## config.mk

```make
export PLATFORM = sky130hd
export DESIGN_NAME = vga_timing_gen_flat
export DESIGN_NICKNAME = d
export VERILOG_FILES = /design/src/rtl/vga_timing_gen_if.sv /design/src/rtl/vga_timing_gen.sv /design/src/flat_wrapper.sv
export SDC_FILE = /design/constraint.sdc
export NUM_CORES = 1
export LEC_CHECK = 0
export ABC_AREA = 0
export CORE_MARGIN = 2
export CORE_UTILIZATION = 63
export CTS_BUF_LIST = sky130_fd_sc_hd__clkbuf_4 sky130_fd_sc_hd__clkbuf_8
export CTS_CLUSTER_SIZE = 12
export DETAILED_ROUTE_END_ITERATION = 6
export DONT_BUFFER_PORTS = 1
export PLACE_DENSITY = 0.79
export SYNTH_ARGS = -nofsm -noshare
export SYNTH_HDL_FRONTEND = slang
export SYNTH_SLANG_ARGS = --single-unit
```

## constraint.sdc

```tcl
create_clock -name clk -period 2 [get_ports clk]
set_input_delay 0.3 -clock clk [delete_from_list [all_inputs] [get_ports clk]]
set_output_delay 0.3 -clock clk [all_outputs]
set_load 0.005 [all_outputs]
```

## src/rtl/vga_timing_gen_if.sv

```systemverilog
// Video timing bundle: pixel coordinates, active-video qualifier, syncs and line/frame markers.
interface vga_timing_gen_if;
    logic [10:0] x;
    logic [9:0]  y;
    logic        valid;
    logic        hsync;
    logic        vsync;
    logic        line_start;
    logic        frame_start;

    modport master (output x, y, valid, hsync, vsync, line_start, frame_start);
    modport slave  (input  x, y, valid, hsync, vsync, line_start, frame_start);
endinterface

```

## src/rtl/vga_timing_gen.sv

```systemverilog
// Raster timing generator: horizontal/vertical counters stepped by ce, with
// coordinates, blanking and sync outputs registered one stage after the counters.
module vga_timing_gen #(
    parameter int unsigned H_ACTIVE = 1280,
    parameter int unsigned H_FP     = 48,
    parameter int unsigned H_SYNC   = 112,
    parameter int unsigned H_BP     = 248,
    parameter int unsigned V_ACTIVE = 1024,
    parameter int unsigned V_FP     = 1,
    parameter int unsigned V_SYNC   = 3,
    parameter int unsigned V_BP     = 38,
    parameter bit          SYNC_POL = 1'b1
) (
    input  logic               clk,
    input  logic               reset,
    input  logic               ce,
    vga_timing_gen_if.master   vid
);

    localparam int unsigned CW      = 11;
    localparam int unsigned H_TOTAL = H_ACTIVE + H_FP + H_SYNC + H_BP;
    localparam int unsigned V_TOTAL = V_ACTIVE + V_FP + V_SYNC + V_BP;

    localparam logic [CW-1:0] H_LAST = CW'(H_TOTAL - 1);
    localparam logic [CW-1:0] H_ACT  = CW'(H_ACTIVE);
    localparam logic [CW-1:0] HS_BEG = CW'(H_ACTIVE + H_FP);
    localparam logic [CW-1:0] HS_END = CW'(H_ACTIVE + H_FP + H_SYNC);
    localparam logic [CW-1:0] V_LAST = CW'(V_TOTAL - 1);
    localparam logic [CW-1:0] V_ACT  = CW'(V_ACTIVE);
    localparam logic [CW-1:0] VS_BEG = CW'(V_ACTIVE + V_FP);
    localparam logic [CW-1:0] VS_END = CW'(V_ACTIVE + V_FP + V_SYNC);

    logic [CW-1:0] h_cnt;
    logic [CW-1:0] v_cnt;
    logic          h_last;
    logic          v_last;
    logic          h_act;
    logic          v_act;
    logic          h_sync;
    logic          v_sync;

    // Region decode of the current counter position.
    always_comb begin
        h_last = (h_cnt == H_LAST);
        v_last = (v_cnt == V_LAST);
        h_act  = (h_cnt < H_ACT);
        v_act  = (v_cnt < V_ACT);
        h_sync = (h_cnt >= HS_BEG) && (h_cnt < HS_END);
        v_sync = (v_cnt >= VS_BEG) && (v_cnt < VS_END);
    end

    // Counters and outputs advance together; held cycles suppress the start pulses.
    always_ff @(posedge clk or negedge reset) begin
        if (!reset) begin
            h_cnt           <= '0;
            v_cnt           <= '0;
            vid.x           <= '0;
            vid.y           <= '0;
            vid.valid       <= 1'b0;
            vid.hsync       <= ~SYNC_POL;
            vid.vsync       <= ~SYNC_POL;
            vid.line_start  <= 1'b0;
            vid.frame_start <= 1'b0;
        end else if (ce) begin
            h_cnt <= h_last ? '0 : h_cnt + CW'(1);
            if (h_last) begin
                v_cnt <= v_last ? '0 : v_cnt + CW'(1);
            end
            vid.x           <= h_act ? h_cnt : '0;
            vid.y           <= v_act ? v_cnt[9:0] : '0;
            vid.valid       <= h_act && v_act;
            vid.hsync       <= h_sync ? SYNC_POL : ~SYNC_POL;
            vid.vsync       <= v_sync ? SYNC_POL : ~SYNC_POL;
            vid.line_start  <= (h_cnt == '0);
            vid.frame_start <= (h_cnt == '0) && (v_cnt == '0);
        end else begin
            vid.line_start  <= 1'b0;
            vid.frame_start <= 1'b0;
        end
    end

endmodule

```

## src/flat_wrapper.sv

```systemverilog
// flat-port wrapper written by rule: the top's interface ports become plain ports
module vga_timing_gen_flat 
#(
    parameter int unsigned H_ACTIVE = 1280,
    parameter int unsigned H_FP     = 48,
    parameter int unsigned H_SYNC   = 112,
    parameter int unsigned H_BP     = 248,
    parameter int unsigned V_ACTIVE = 1024,
    parameter int unsigned V_FP     = 1,
    parameter int unsigned V_SYNC   = 3,
    parameter int unsigned V_BP     = 38,
    parameter bit          SYNC_POL = 1'b1
)
  (clk, reset, ce, vid_x, vid_y, vid_valid, vid_hsync, vid_vsync, vid_line_start, vid_frame_start);
  vga_timing_gen_if vid_i ();
  input  logic clk;
  input  logic reset;
  input  logic ce;
  output wire logic [$bits(vid_i.x)-1:0] vid_x;
  output wire logic [$bits(vid_i.y)-1:0] vid_y;
  output wire logic [$bits(vid_i.valid)-1:0] vid_valid;
  output wire logic [$bits(vid_i.hsync)-1:0] vid_hsync;
  output wire logic [$bits(vid_i.vsync)-1:0] vid_vsync;
  output wire logic [$bits(vid_i.line_start)-1:0] vid_line_start;
  output wire logic [$bits(vid_i.frame_start)-1:0] vid_frame_start;
  assign vid_x = vid_i.x;
  assign vid_y = vid_i.y;
  assign vid_valid = vid_i.valid;
  assign vid_hsync = vid_i.hsync;
  assign vid_vsync = vid_i.vsync;
  assign vid_line_start = vid_i.line_start;
  assign vid_frame_start = vid_i.frame_start;
  vga_timing_gen #(.H_ACTIVE(H_ACTIVE), .H_FP(H_FP), .H_SYNC(H_SYNC), .H_BP(H_BP), .V_ACTIVE(V_ACTIVE), .V_FP(V_FP), .V_SYNC(V_SYNC), .V_BP(V_BP), .SYNC_POL(SYNC_POL)) u_core (.clk(clk), .reset(reset), .ce(ce), .vid(vid_i));
endmodule
```

==> key figures, run 1 <==
Outcome
  – Outcome: finished, final reports clean

Timing
  – Final Hold Fails: 0
  – Hold Slack: 0.100 ns
  – Fin crit share: 0.941
  – PnR worst setup slack: 0.117 ns
  – Slew HR: 0.661
  – Max Slew Vio Count: 0
  – Setup tns final: 0 ns
  – Worst slew pin tran: 0.504 ns
  – Min Tclk post-route: 1.88 ns
  – Final setup fails: 0
  – Fmax: 531 MHz
  – Skew final: 0.00473 ns
  – RSZ-0062 raised after global routing: false

Clock network
  – # Post-CTS Setup Buffers: 0
  – Root Buffer: clkbuf_8
  – Clk_lat worst skew: 0.29 ns
  – Clock transition at path regs: 0.08 ns
  – CTS Buf Count: 5
  – CTS Sinks: 48
  – H-tree Lvls: 2
  – CTS max path bufs: 2
  – TritonCTS clock tree: yes

Global routing
  – Overflow left after global routing: 0
  – Met1 Use GR: 0.321
  – First-pass GRT wire length: 7550 um
  – Initial antenna violation count: 0
  – GRT met3 Usage: 0.0573
  – GRT Total Usage: 0.235
  – Vias in the first global route: 1648
  – Met2 Track Usage GR: 0.358
  – Layer with the highest usage: met2
  – Largest net degree at the start of global routing: 49

Floorplan
  – Total core area: 3610 um2
  – Initial Utilization: 0.644
  – Die width: 64.7 um
  – # rows: 22
  – Die Area: 4190 um2
  – Ports: 29
  – Die height: 64.7 um

Placement
  – Buffers added on ports: 0
  – Dpl cells: 255
  – GPL Wtd Cong: 0.931
  – DP Wirelength: 3070 um
  – Post-DP Area: 2320 um2
  – Pre-CTS WS: 0.107 ns

Yosys
  – Area leader, netlist: dfrtp_1
  – Synthesized-area fraction occupied by adder cells: 0.0269
  – Seq/Total Area, Yosys: 0.517
  – Largest family of logic cells by synthesized area: simple AND/OR/NAND/NOR gates
  – Most numerous cell in the Yosys netlist: dfrtp_1
  – Post-synthesis cell count: 220
  – Syn Nets: 228
  – Synth Flop Type: dfrtp_1
  – Synth area leaders: dfrtp_1 52%, a22o_1 3.8%, nand2_1 3.7%, ha_1 2.7%, o31ai_1 2.3%
  – Synth Warn #: 0
  – Avg Synthesized Cell Area: 10.6 um2
  – Post-synth top area share: 0.517
  – Commonest cells in the netlist: 48 x dfrtp_1, 23 x nand2_1, 13 x inv_1
  – Mapped Area: 2320 um2
  – Number of enable flip-flop cells after synthesis: 0
  – Cell variety after synth: 43
  – Asr flop ratio synth: 1.00
  – Synth Area in Simple Gates: 0.227
  – Synth Area in Compound Gates: 0.116
  – Multiplexer area fraction after synthesis: 0.0264
  – Synth Register Bits: 48
  – Xor-xnor portion of the synthesized cell area: 0.0302

Drt
  – Starting DRT DRC Count: 121
  – Routed via count: 1631
  – TritonRoute pass-1 iters: 4
  – Vias per cell: 6.15
  – Wire length per cell: 16.4 um
  – Final wirelength: 4350 um
  – Antenna-violating nets left: 0
  – DRC Markers: 0

Worst setup path
  – Critical R2R Launch: u_core.h_cnt[1]$_DFFE_PN0P_
  – Setup CP Type: flop to flop
  – Critical path cell sequence: ha_1 -> and4_2 -> nand4_4 -> and3b_1 -> mux2i_1
  – CP Launch Type: flop
  – CP Buf/Inv Count: 0
  – Worst Path Max Fanout: 17
  – CP startpoint: u_core.h_cnt[1]$_DFFE_PN0P_
  – Slowest stage cell, crit path: dfrtp_1
  – CP delay by family, top: simple AND/OR/NAND/NOR gates
  – Critical path endpoint category: flop
  – CP required: 2.22 ns
  – Max incr delay on CP: 0.41 ns
  – CP Data Arrival Time: 2.10 ns

Worst hold path
  – Min-delay src: ce
  – Min-delay worst type: primary input to flop

Layout
  – Area grow syn2layout: 5.65%
  – Fill count: 257
  – Storage element area: 1200 um2
  – Final Util: 0.681
  – Post-route cell area: 2450 um2
  – # nets final: 224
  – Layout cells sized above 1: 0.115
  – Area of the multi-input gates: 992 um2
  – Diodes inserted: 0
  – Layout Cells excl Fill: 265

Power
  – P_leak: 1.12 nW
  – Max VDD drop: 448 uV
  – Pwr Density: 848 nW/um2
  – Final Total Pwr: 2.08 mW

Job
  – Max Cap Viol: 0
-- flip-flops by register name, indices dropped and copies added, names as in the netlist --
name and count:
u_core.vid.y 10, u_core.vid.hsync 1, u_core.vid.vsync 1, u_core.vid.valid 1, u_core.vid.frame_start 1, u_core.v_cnt 11, u_core.vid.x 11, u_core.vid.line_start 1
u_core.h_cnt 11
-- timing repair --
action,in CTS,in global routing
hold buffers,2,0
resized for setup,0,1
endpoints found under the hold margin,48,0
setup endpoints to repair,0,6
-- layout by cell type, fill, tap and decap left out, types with 5 or more instances in the layout --
| cell type | n |
|---|---|
| a21oi_1 | 6 |
| nor2b_1 | 6 |
| clkbuf_8 | 6 |
| ha_1 | 5 |
| nand2_1 | 23 |
| xnor2_1 | 5 |
| o21ai_0 | 5 |
| a22o_1 | 10 |
| inv_1 | 13 |
| mux2i_1 | 5 |
| nand4_1 | 8 |
| nor2_1 | 6 |
| dfrtp_1 | 48 |
| and3_1 | 6 |
| o31ai_1 | 7 |
| nand3_1 | 10 |
-- logic make-up (layout without fill, tap and decap cells) --
kind of cell / Yosys count / after routing
buf+inv: 29 / 26
mux: 6 / 6
fa+ha+maj: 5 / 5
flops: 48 / 48
simple gates: 86 / 86
xor+xnor: 8 / 8
compound gates: 38 / 38
-- worst paths after layout --
kind,slack [ns],endpoint,cells past startpoint
max,0.12,u_core.v_cnt[8]$_DFFE_PN0P_,5
min,0.10,u_core.h_cnt[0]$_DFFE_PN0P_,1
max reg2reg,0.12,u_core.v_cnt[8]$_DFFE_PN0P_,5
min reg2reg,0.52,u_core.vid.y[5]$_DFFE_PN0P_,2
max in group asynchronous,1.28,u_core.v_cnt[8]$_DFFE_PN0P_,2
min in group asynchronous,0.51,u_core.vid.y[8]$_DFFE_PN0P_,2
-- cell type report --
cell class	instances	area share
flip-flops and latches	48	0.489
multi-input cells	143	0.404
clock buffers	6	0.0336
repair buffers	5	0.0245
well taps	48	0.0245
inverters	13	0.0199
clock inverters	2	0.00408
-- metal layers --
layer  up-vias  wire length [um]  share of wire
met4         0                52          0.012
met3         4               268          0.062
met5         -                 0              0
met2        53              1990           0.46
li1        775                 -              -
met1       799              2040           0.47
-- power breakdown --
part	switching [mW]	internal, mW
sequential	0.139	1.06
combinational	0.159	0.147
clock	0.300	0.276
total	0.598	1.48
(Power assumes the default switching activity.)
==> run 2: changes to the inputs <==
- CTS_CLUSTER_SIZE: 12 -> 16
==> results of run 2 <==
Final layout, timing and power as in run 1 (identical DEF).
==> run 3: changes to the inputs <==
- ABC_CLOCK_PERIOD_IN_PS: default -> 2000
==> results of run 3 <==
Final layout, timing and power as in run 1 (identical DEF).
